`src/rtl/fcl_rc_pkg.sv`:
```
// Shared definitions for the RC supervisor: state encoding, register map,
// register reset values and the signed threshold/clamp helpers.
package fcl_rc_pkg;

  localparam int NUM_CH = 6;

  typedef enum logic [2:0] {
    ST_DISARMED  = 3'd0,
    ST_ARMING    = 3'd1,
    ST_ARMED     = 3'd2,
    ST_DISARMING = 3'd3,
    ST_FAILSAFE  = 3'd4
  } rc_state_e;

  localparam logic [2:0] REG_STATUS   = 3'd0;
  localparam logic [2:0] REG_TIMEOUT  = 3'd1;
  localparam logic [2:0] REG_ARM_THR  = 3'd2;
  localparam logic [2:0] REG_ARM_HOLD = 3'd3;
  localparam logic [2:0] REG_LIMIT    = 3'd4;
  localparam logic [2:0] REG_CONTROL  = 3'd5;

  localparam logic [7:0]  DEF_TIMEOUT  = 8'd50;
  localparam logic [14:0] DEF_ARM_THR  = 15'd16000;
  localparam logic [11:0] DEF_ARM_HOLD = 12'd1000;
  localparam logic [14:0] DEF_LIMIT    = 15'd25600;
  localparam logic [7:0]  WD_MAX       = 8'd255;

  // Comparisons are done at 17 bits so -thr never overflows.
  function automatic logic below_neg(input logic [15:0] v, input logic [14:0] thr);
    return $signed({v[15], v}) < -$signed({2'b00, thr});
  endfunction

  function automatic logic above_pos(input logic [15:0] v, input logic [14:0] thr);
    return $signed({v[15], v}) > $signed({2'b00, thr});
  endfunction

  function automatic logic [15:0] clamp_lim(input logic [15:0] v, input logic [14:0] lim);
    logic signed [16:0] vx, hi, lo;
    vx = $signed({v[15], v});
    hi = $signed({2'b00, lim});
    lo = -hi;
    if (vx > hi)      return hi[15:0];
    else if (vx < lo) return lo[15:0];
    else              return v;
  endfunction

endpackage

```
`src/rtl/fcl_rc_watchdog.sv`:
```
// One receiver channel: 2-flop synchroniser, falling-edge detect and a
// saturating millisecond counter that flags the channel lost.
module fcl_rc_watchdog
  import fcl_rc_pkg::*;
(
  input  logic       clk_in,
  input  logic       _reset_in,
  input  logic       pwm,
  input  logic       tick,
  input  logic [7:0] timeout,
  output logic       lost
);

  // sync[1:0] is the synchroniser, sync[2] the previous synchronised value
  logic [2:0] sync;
  logic       fall;
  logic [7:0] wd;

  always_ff @(posedge clk_in or negedge _reset_in) begin
    if (!_reset_in) sync <= '0;
    else            sync <= {sync[1:0], pwm};
  end

  assign fall = sync[2] & ~sync[1];

  always_ff @(posedge clk_in or negedge _reset_in) begin
    if (!_reset_in)                wd <= WD_MAX;
    else if (fall)                 wd <= '0;
    else if (tick && wd != WD_MAX) wd <= wd + 8'd1;
  end

  assign lost = (timeout != '0) && (wd >= timeout);

endmodule

```
`src/rtl/fcl_rc_supervisor.sv`:
```
// RC link supervisor: per-channel loss watchdogs, stick-gesture arming FSM,
// clamped command outputs and an RBUS register block.
module fcl_rc_supervisor
  import fcl_rc_pkg::*;
#(
  parameter int INPUT_CLOCK_SPEED = 125000000,
  parameter int RBUS_ADDR_WIDTH   = 16,
  parameter int RBUS_DATA_WIDTH   = 16,
  parameter int RBUS_OFFSET       = 0
) (
  input  logic                       clk_in,
  input  logic                       _reset_in,
  input  logic [NUM_CH-1:0]          pwm_in,
  input  logic signed [15:0]         pwm_1_in,
  input  logic signed [15:0]         pwm_2_in,
  input  logic signed [15:0]         pwm_3_in,
  input  logic signed [15:0]         pwm_4_in,
  input  logic signed [15:0]         pwm_5_in,
  input  logic signed [15:0]         pwm_6_in,
  output logic signed [15:0]         cmd_1_out,
  output logic signed [15:0]         cmd_2_out,
  output logic signed [15:0]         cmd_3_out,
  output logic signed [15:0]         cmd_4_out,
  output logic signed [15:0]         cmd_5_out,
  output logic signed [15:0]         cmd_6_out,
  output logic                       armed_out,
  output logic                       failsafe_out,
  output logic                       link_ok_out,
  output logic [RBUS_DATA_WIDTH-1:0] rbus_data_out,
  input  logic [RBUS_DATA_WIDTH-1:0] rbus_data_in,
  input  logic [RBUS_ADDR_WIDTH-1:0] rbus_addr_in,
  input  logic                       rbus_read_in,
  input  logic                       rbus_write_in,
  output logic                       rbus_ack_out
);

  localparam int TICK_DIV = (INPUT_CLOCK_SPEED / 1000 < 1) ? 1 : INPUT_CLOCK_SPEED / 1000;

  logic [NUM_CH-1:0][15:0] pwm, cmd;
  logic [NUM_CH-1:0]       lost;
  logic [31:0]             tick_cnt;
  logic                    tick, link_ok;
  logic [7:0]              timeout_r;
  logic [14:0]             arm_thr_r, limit_r;
  logic [11:0]             arm_hold_r, hold_cnt;
  rc_state_e               state, state_nxt;

  assign pwm = {pwm_6_in, pwm_5_in, pwm_4_in, pwm_3_in, pwm_2_in, pwm_1_in};

  // 1 ms tick
  always_ff @(posedge clk_in or negedge _reset_in) begin
    if (!_reset_in)  tick_cnt <= '0;
    else if (tick)   tick_cnt <= '0;
    else             tick_cnt <= tick_cnt + 32'd1;
  end
  assign tick = (tick_cnt == 32'(TICK_DIV - 1));

  for (genvar i = 0; i < NUM_CH; i++) begin : g_wd
    fcl_rc_watchdog u_wd (
      .clk_in    (clk_in),
      ._reset_in (_reset_in),
      .pwm       (pwm_in[i]),
      .tick      (tick),
      .timeout   (timeout_r),
      .lost      (lost[i])
    );
  end

  assign link_ok = ~|lost;

  // RBUS decode relative to the base address
  logic [RBUS_ADDR_WIDTH-1:0] rel;
  logic [2:0]                 idx;
  logic                       in_win, rd_hit, wr_hit, force_disarm;
  logic [15:0]                rdata;
  logic                       unused_data;

  assign rel          = rbus_addr_in - RBUS_ADDR_WIDTH'(RBUS_OFFSET);
  assign in_win       = (rel[RBUS_ADDR_WIDTH-1:3] == '0);
  assign idx          = rel[2:0];
  assign rd_hit       = in_win && (idx <= REG_LIMIT);
  assign wr_hit       = in_win && (idx >= REG_TIMEOUT) && (idx <= REG_CONTROL);
  assign rbus_ack_out = (rbus_read_in & rd_hit) | (rbus_write_in & wr_hit);
  assign force_disarm = rbus_write_in && in_win && (idx == REG_CONTROL) && rbus_data_in[0];
  assign unused_data  = ^rbus_data_in;

  always_comb begin
    rdata = '0;
    if (rbus_read_in && in_win) begin
      case (idx)
        REG_STATUS:   rdata = {2'b00, lost, 5'b00000, state};
        REG_TIMEOUT:  rdata = {8'h00, timeout_r};
        REG_ARM_THR:  rdata = {1'b0, arm_thr_r};
        REG_ARM_HOLD: rdata = {4'h0, arm_hold_r};
        REG_LIMIT:    rdata = {1'b0, limit_r};
        default:      rdata = '0;
      endcase
    end
  end
  assign rbus_data_out = RBUS_DATA_WIDTH'(rdata);

  always_ff @(posedge clk_in or negedge _reset_in) begin
    if (!_reset_in) begin
      timeout_r  <= DEF_TIMEOUT;
      arm_thr_r  <= DEF_ARM_THR;
      arm_hold_r <= DEF_ARM_HOLD;
      limit_r    <= DEF_LIMIT;
    end else if (rbus_write_in && in_win) begin
      case (idx)
        REG_TIMEOUT:  timeout_r  <= rbus_data_in[7:0];
        REG_ARM_THR:  arm_thr_r  <= rbus_data_in[14:0];
        REG_ARM_HOLD: arm_hold_r <= rbus_data_in[11:0];
        REG_LIMIT:    limit_r    <= rbus_data_in[14:0];
        default: ;
      endcase
    end
  end

  // Gestures and arming FSM
  logic ch1_low, arm_g, disarm_g, hold_done;
  assign ch1_low   = below_neg(pwm[0], arm_thr_r);
  assign arm_g     = ch1_low & above_pos(pwm[3], arm_thr_r);
  assign disarm_g  = ch1_low & below_neg(pwm[3], arm_thr_r);
  assign hold_done = (hold_cnt == arm_hold_r);

  always_ff @(posedge clk_in or negedge _reset_in) begin
    if (!_reset_in) state <= ST_DISARMED;
    else            state <= state_nxt;
  end

  always_comb begin
    state_nxt = state;
    case (state)
      ST_DISARMED:  if (arm_g && link_ok) state_nxt = ST_ARMING;
      ST_ARMING:    if (!arm_g || !link_ok) state_nxt = ST_DISARMED;
                    else if (hold_done)     state_nxt = ST_ARMED;
      ST_ARMED:     if (!link_ok)           state_nxt = ST_FAILSAFE;
                    else if (disarm_g)      state_nxt = ST_DISARMING;
      ST_DISARMING: if (!link_ok)           state_nxt = ST_FAILSAFE;
                    else if (!disarm_g)     state_nxt = ST_ARMED;
                    else if (hold_done)     state_nxt = ST_DISARMED;
      ST_FAILSAFE:  if (link_ok && ch1_low) state_nxt = ST_DISARMED;
      default:                              state_nxt = ST_DISARMED;
    endcase
    if (force_disarm) state_nxt = ST_DISARMED;
  end

  always_comb begin
    armed_out    = (state == ST_ARMED) || (state == ST_DISARMING);
    failsafe_out = (state == ST_FAILSAFE);
  end

  // Hold counter restarts on any state change and saturates instead of wrapping
  always_ff @(posedge clk_in or negedge _reset_in) begin
    if (!_reset_in)                 hold_cnt <= '0;
    else if (state_nxt != state)    hold_cnt <= '0;
    else if (tick && hold_cnt != '1) hold_cnt <= hold_cnt + 12'd1;
  end

  // Commands follow the next state so they are non-zero exactly while armed
  logic armed_nxt;
  assign armed_nxt = (state_nxt == ST_ARMED) || (state_nxt == ST_DISARMING);

  always_ff @(posedge clk_in or negedge _reset_in) begin
    if (!_reset_in) begin
      cmd         <= '0;
      link_ok_out <= 1'b0;
    end else begin
      for (int i = 0; i < NUM_CH; i++)
        cmd[i] <= armed_nxt ? clamp_lim(pwm[i], limit_r) : 16'd0;
      link_ok_out <= link_ok;
    end
  end

  assign cmd_1_out = cmd[0];
  assign cmd_2_out = cmd[1];
  assign cmd_3_out = cmd[2];
  assign cmd_4_out = cmd[3];
  assign cmd_5_out = cmd[4];
  assign cmd_6_out = cmd[5];

endmodule

```
`config.mk`:
```
export PLATFORM = sky130hd
export DESIGN_NAME = fcl_rc_supervisor
export DESIGN_NICKNAME = d
export VERILOG_FILES = /design/src/rtl/fcl_rc_pkg.sv /design/src/rtl/fcl_rc_watchdog.sv /design/src/rtl/fcl_rc_supervisor.sv
export SDC_FILE = /design/constraint.sdc
export NUM_CORES = 1
export LEC_CHECK = 0
export CAP_MARGIN = 20
export CORE_MARGIN = 3
export CORE_UTILIZATION = 40
export DETAILED_ROUTE_END_ITERATION = 12
export PLACE_DENSITY_LB_ADDON = 0.05
export SYNTH_ARGS = -nofsm -noshare
export SYNTH_HDL_FRONTEND = slang
export SYNTH_SLANG_ARGS = --single-unit
```
`constraint.sdc`:
```
create_clock -name clk_in -period 12.8 [get_ports clk_in]
set_input_delay 3.84 -clock clk_in [delete_from_list [all_inputs] [get_ports clk_in]]
set_output_delay 3.84 -clock clk_in [all_outputs]
set_load 0.005 [all_outputs]
```
==> results.txt <==
----------------------------------------------------
[Status]
  Run status ... finished, final reports clean

[Clock tree]
  Clock input transition at the sequential cells of the worst setup and hold paths ... 0.07 ns
  Maximum buffer depth of the clock tree ... 3
  Post_cts resized ... 0
  Clock tree from TritonCTS ... built
  Number of buffers added to fix hold violations after cts ... 0
  H-tree depth ... 2
  CTS sink cnt ... 260
  Number of buffers created by CTS ... 34
  Number of setup buffers added after CTS ... 0
  Cell chosen for the clock root ... sky130_fd_sc_hd__clkbuf_16
  Source-to-sink clock delay at the later pin of the worst-skew pair ... 0.56 ns

[Routing]
  Residual antenna-violating net count after detailed routing ... 0
  Number of DRC violations after detailed routing ... 0
  WL/cell ... 24.88 um
  Number of DRC markers in iteration 0 ... 1,745
  Number of iterations in the first detailed-routing pass ... 6
  Vias per cell ... 6.022
  Total via count in the routed design ... 19,220
  Sum of routed wire length over all layers ... 79,420 um

[Synth]
  Cell variety after synth ... 78
  Share of flip-flops with an asynchronous set or reset after synthesis ... 100.0%
  Compound-Gate Fraction of Synth Area ... 20.07%
  Leading area contributor after synthesis ... sky130_fd_sc_hd__dfrtp_1
  Synth warn ... 0
  Post-synthesis share of cell area spent on xor and xnor gates ... 4.917%
  Sequential fraction of the synthesis area ... 32.86%
  Multiplexer share of the synthesized area ... 2.284%
  Share of the synthesized area in the top cell type ... 24.21%
  Synth Net Count ... 2,695
  Number of enable flip-flop cells after synthesis ... 0
  Synth Flop Type ... sky130_fd_sc_hd__dfrtp_1
  Number of standard cells after synthesis ... 2,270
  Main combinational cell family by area after synthesis ... compound AO/OA/AOI/OAI gates
  Post-synthesis simple-gate area fraction ... 18.43%
  Synthesized area ... 20,050 um2
  Largest cells by area after synthesis ... sky130_fd_sc_hd__dfrtp_1 24%, sky130_fd_sc_hd__ha_1 18%, sky130_fd_sc_hd__dfstp_2 8.6%
  Post-synthesis average cell area ... 8.833 um2
  Adder-cell area share of the yosys netlist ... 17.91%
  Register bit count reported by yosys ... 260

[Floorplanning]
  Width of the die ... 229.9 um
  I/O pin count ... 254
  Effective utilization at floorplan ... 40.71%
  FP Rows ... 81
  Chip Height ... 229.9 um
  Area of the placeable core ... 49,250 um2
  Area of the die ... 52,850 um2

[Critical path]
  Sort of element at the end of the critical path ... output pin
  Class of the most critical setup path ... primary input to output pin
  Ordered list of cells on the worst path ... clkdlybuf4s50_1 > nor2b_1 > nor2b_1 > a222oi_1 > nor2_1 > clkdlybuf4s50_1
  Slowest stage delay, CP ... 0.92 ns
  Startpoint types ... primary input
  Required arrival time at the worst endpoint ... 8.96 ns
  Maximum fanout along the worst path ... 26
  Data arrival, critical path ... 6.76 ns
  Worst-path cell with the longest stage delay ... sky130_fd_sc_hd__clkdlybuf4s50_1

[Layout]
  Final standard cell count with taps included and fillers excluded ... 3,192
  Share of layout cells above drive strength 1 ... 8.231%
  Synthesis-to-layout area growth ... 22.22%
  Net count, final ... 2,929

[Placement]
  Placer Congestion ... 0.9320
  Cell count after placement ... 3,131
  Hpwl dp ... 59,270 um
  Count of port buffers added during placement ... 251

[GRT]
  Via count of the first global-routing pass ... 18,750
  Antenna violations before repair ... 0
  Global-route wire length before repair ... 118,000 um
  Tot GR Track Use ... 29.42%
  Largest net degree at the start of global routing ... 86
  Total global routing overflow ... 0

[Timing]
  Unrepaired setup endpoints after global routing ... no
  Peak Freq ... 94.32 MHz
  Pin slew with the least headroom to its limit ... 1.287 ns
  Slew margin rel. ... 13.57%
  Final count of hold timing violations ... 0
  Final period demand of the worst path ... 10.60 ns
  Setup violation total in the final timing report ... 0
  Final Cycle Share ... 82.83%
  Sum of negative setup slack ... 0 ns
  Post-route clock skew ... 0.02374 ns
  Max Slew Vio Count ... 0

[Hold path]
  Type of the tightest min-delay check ... flip-flop to flip-flop

[Job]
  Maximum capacitance violations ... 0

[Pwr]
  Power density over the cells ... 81.19 nW/um2
  Leakage power ... 0.01050 uW
  Peak supply drop ... 75.21 uV

----------------------------------------------------
synthesized netlist by cell type, drive strengths merged, types with 5 or more instances:
cell / count
dfstp: 66
mux2i: 21
o21ai: 180
a2111oi: 8
or4: 9
a21oi: 117
nor3: 90
a311oi: 15
and4: 6
buf: 13
nor2b: 41
nand2b: 22
a31oi: 51
and3: 28
nor4: 22
nand2: 189
a2111o: 6
or3: 17
a211o: 5
inv: 71
xnor2: 71
o21a: 58
o31a: 12
mux2: 22
nand3: 94
a22oi: 20
dfrtp: 194
ha: 287
o31ai: 7
o2111ai: 8
nand4: 36
a211oi: 37
clkinv: 8
clkbuf: 88
o211ai: 7
o21bai: 5
a21boi: 5
nor2: 183
xor2: 39
and2: 12
a21o: 44
final timing paths:
check / start / to / slack (ns) / cells past startpoint
max: rbus_addr_in[0] / rbus_data_out[11] / 2.20 / 6
min: g_wd[4].u_wd.sync[0]$_DFF_PN0_ / g_wd[4].u_wd.sync[1]$_DFF_PN0_ / 0.34 / 0
max reg2reg: limit_r[2]$_DFFE_PN0P_ / cmd_4_out[2]$_DFF_PN0_ / 5.18 / 15
min reg2reg: g_wd[4].u_wd.sync[0]$_DFF_PN0_ / g_wd[4].u_wd.sync[1]$_DFF_PN0_ / 0.34 / 0
max in group asynchronous: _reset_in / g_wd[0].u_wd.sync[1]$_DFF_PN0_ / 8.24 / 2
min in group asynchronous: _reset_in / cmd_5_out[15]$_DFF_PN0_ / 3.19 / 1
metrics by stage:
stage / area [um2] / hold slack, ns / util (%) / power (uW) / setup slack [ns]
floorplan: 20050 / 0.3312 / - / 953.9 / 3.927
global placement: 23420 / 0.3346 / 47.56 / 1070 / 2.243
detailed placement: 23420 / 0.3364 / 47.56 / 1076 / 2.226
CTS: 24490 / 0.3472 / 49.72 / 2014 / 2.234
global route: 24500 / 0.3483 / 49.75 / 2071 / 1.979
finish: 24510 / 0.3441 / 49.75 / 1990 / 2.198
routing by layer:
layer,part of all wire [%],vias up,global-route usage [%]
met5,0,-,0
met3,7.7,166,4.596
met2,44,824,45.80
li1,-,8854,-
met1,44,9379,41.03
met4,4.1,0,11.57
layout make-up:
| class | count | area, um2 |
|---|---|---|
| antenna | 1 | 2.502 |
| clock buffer | 48 | 953.4 |
| clock inverter | 11 | 111.4 |
| fill | 4792 | 24750 |
| inverter | 79 | 296.5 |
| multi-input combinational | 1830 | 12840 |
| sequential | 260 | 6589 |
| tap | 664 | 830.8 |
| timing repair buffer | 299 | 2885 |
where the power goes:
part	switching, uW	internal (uW)	total, uW
combinational	140	98.7	239
clock	380	542	923
sequential	1.39	827	828
total	522	1470	1990
logic make-up (layout without fill, tap and decap cells):
kind of cell | count (synthesis) | count (layout)
AND/OR/NAND/NOR | 766 | 766
adder cells (fa/ha/maj) | 287 | 287
buffers and inverters | 180 | 437
multiplexers | 43 | 43
flip-flops | 260 | 260
other | 1 | 2
XOR/XNOR | 111 | 111
AO/OA/AOI/OAI | 622 | 622
placed cells by master, fill, tap and decap left out, drive strengths merged, types with 51 or more instances in the layout:
| cell type | count |
|---|---|
| nor2 | 183 |
| dfrtp | 194 |
| a21oi | 117 |
| nand2 | 189 |
| ha | 287 |
| o21a | 58 |
| inv | 73 |
| nand3 | 94 |
| nor3 | 90 |
| xnor2 | 71 |
| clkdlybuf4s50 | 250 |
| o21ai | 180 |
| a31oi | 51 |
| dfstp | 66 |
registers in the layout, summed over array words and instances (netlist names), 16 cells and up:
signal / flops
cmd_1_out: 16
cmd_2_out: 16
cmd_3_out: 16
cmd_4_out: 16
cmd_5_out: 16
cmd_6_out: 16
g_wd.u_wd.sync: 18
g_wd.u_wd.wd: 48
tick_cnt: 32
critical path: cells and delay by family:
kind                   cells  cell delay (ns)
and+or+nand+nor            3             1.20
AOI/OAI and AO/OA          1             0.25
buffers and inverters      2             1.45
No activity file was read; power rests on OpenSTA's default activity.
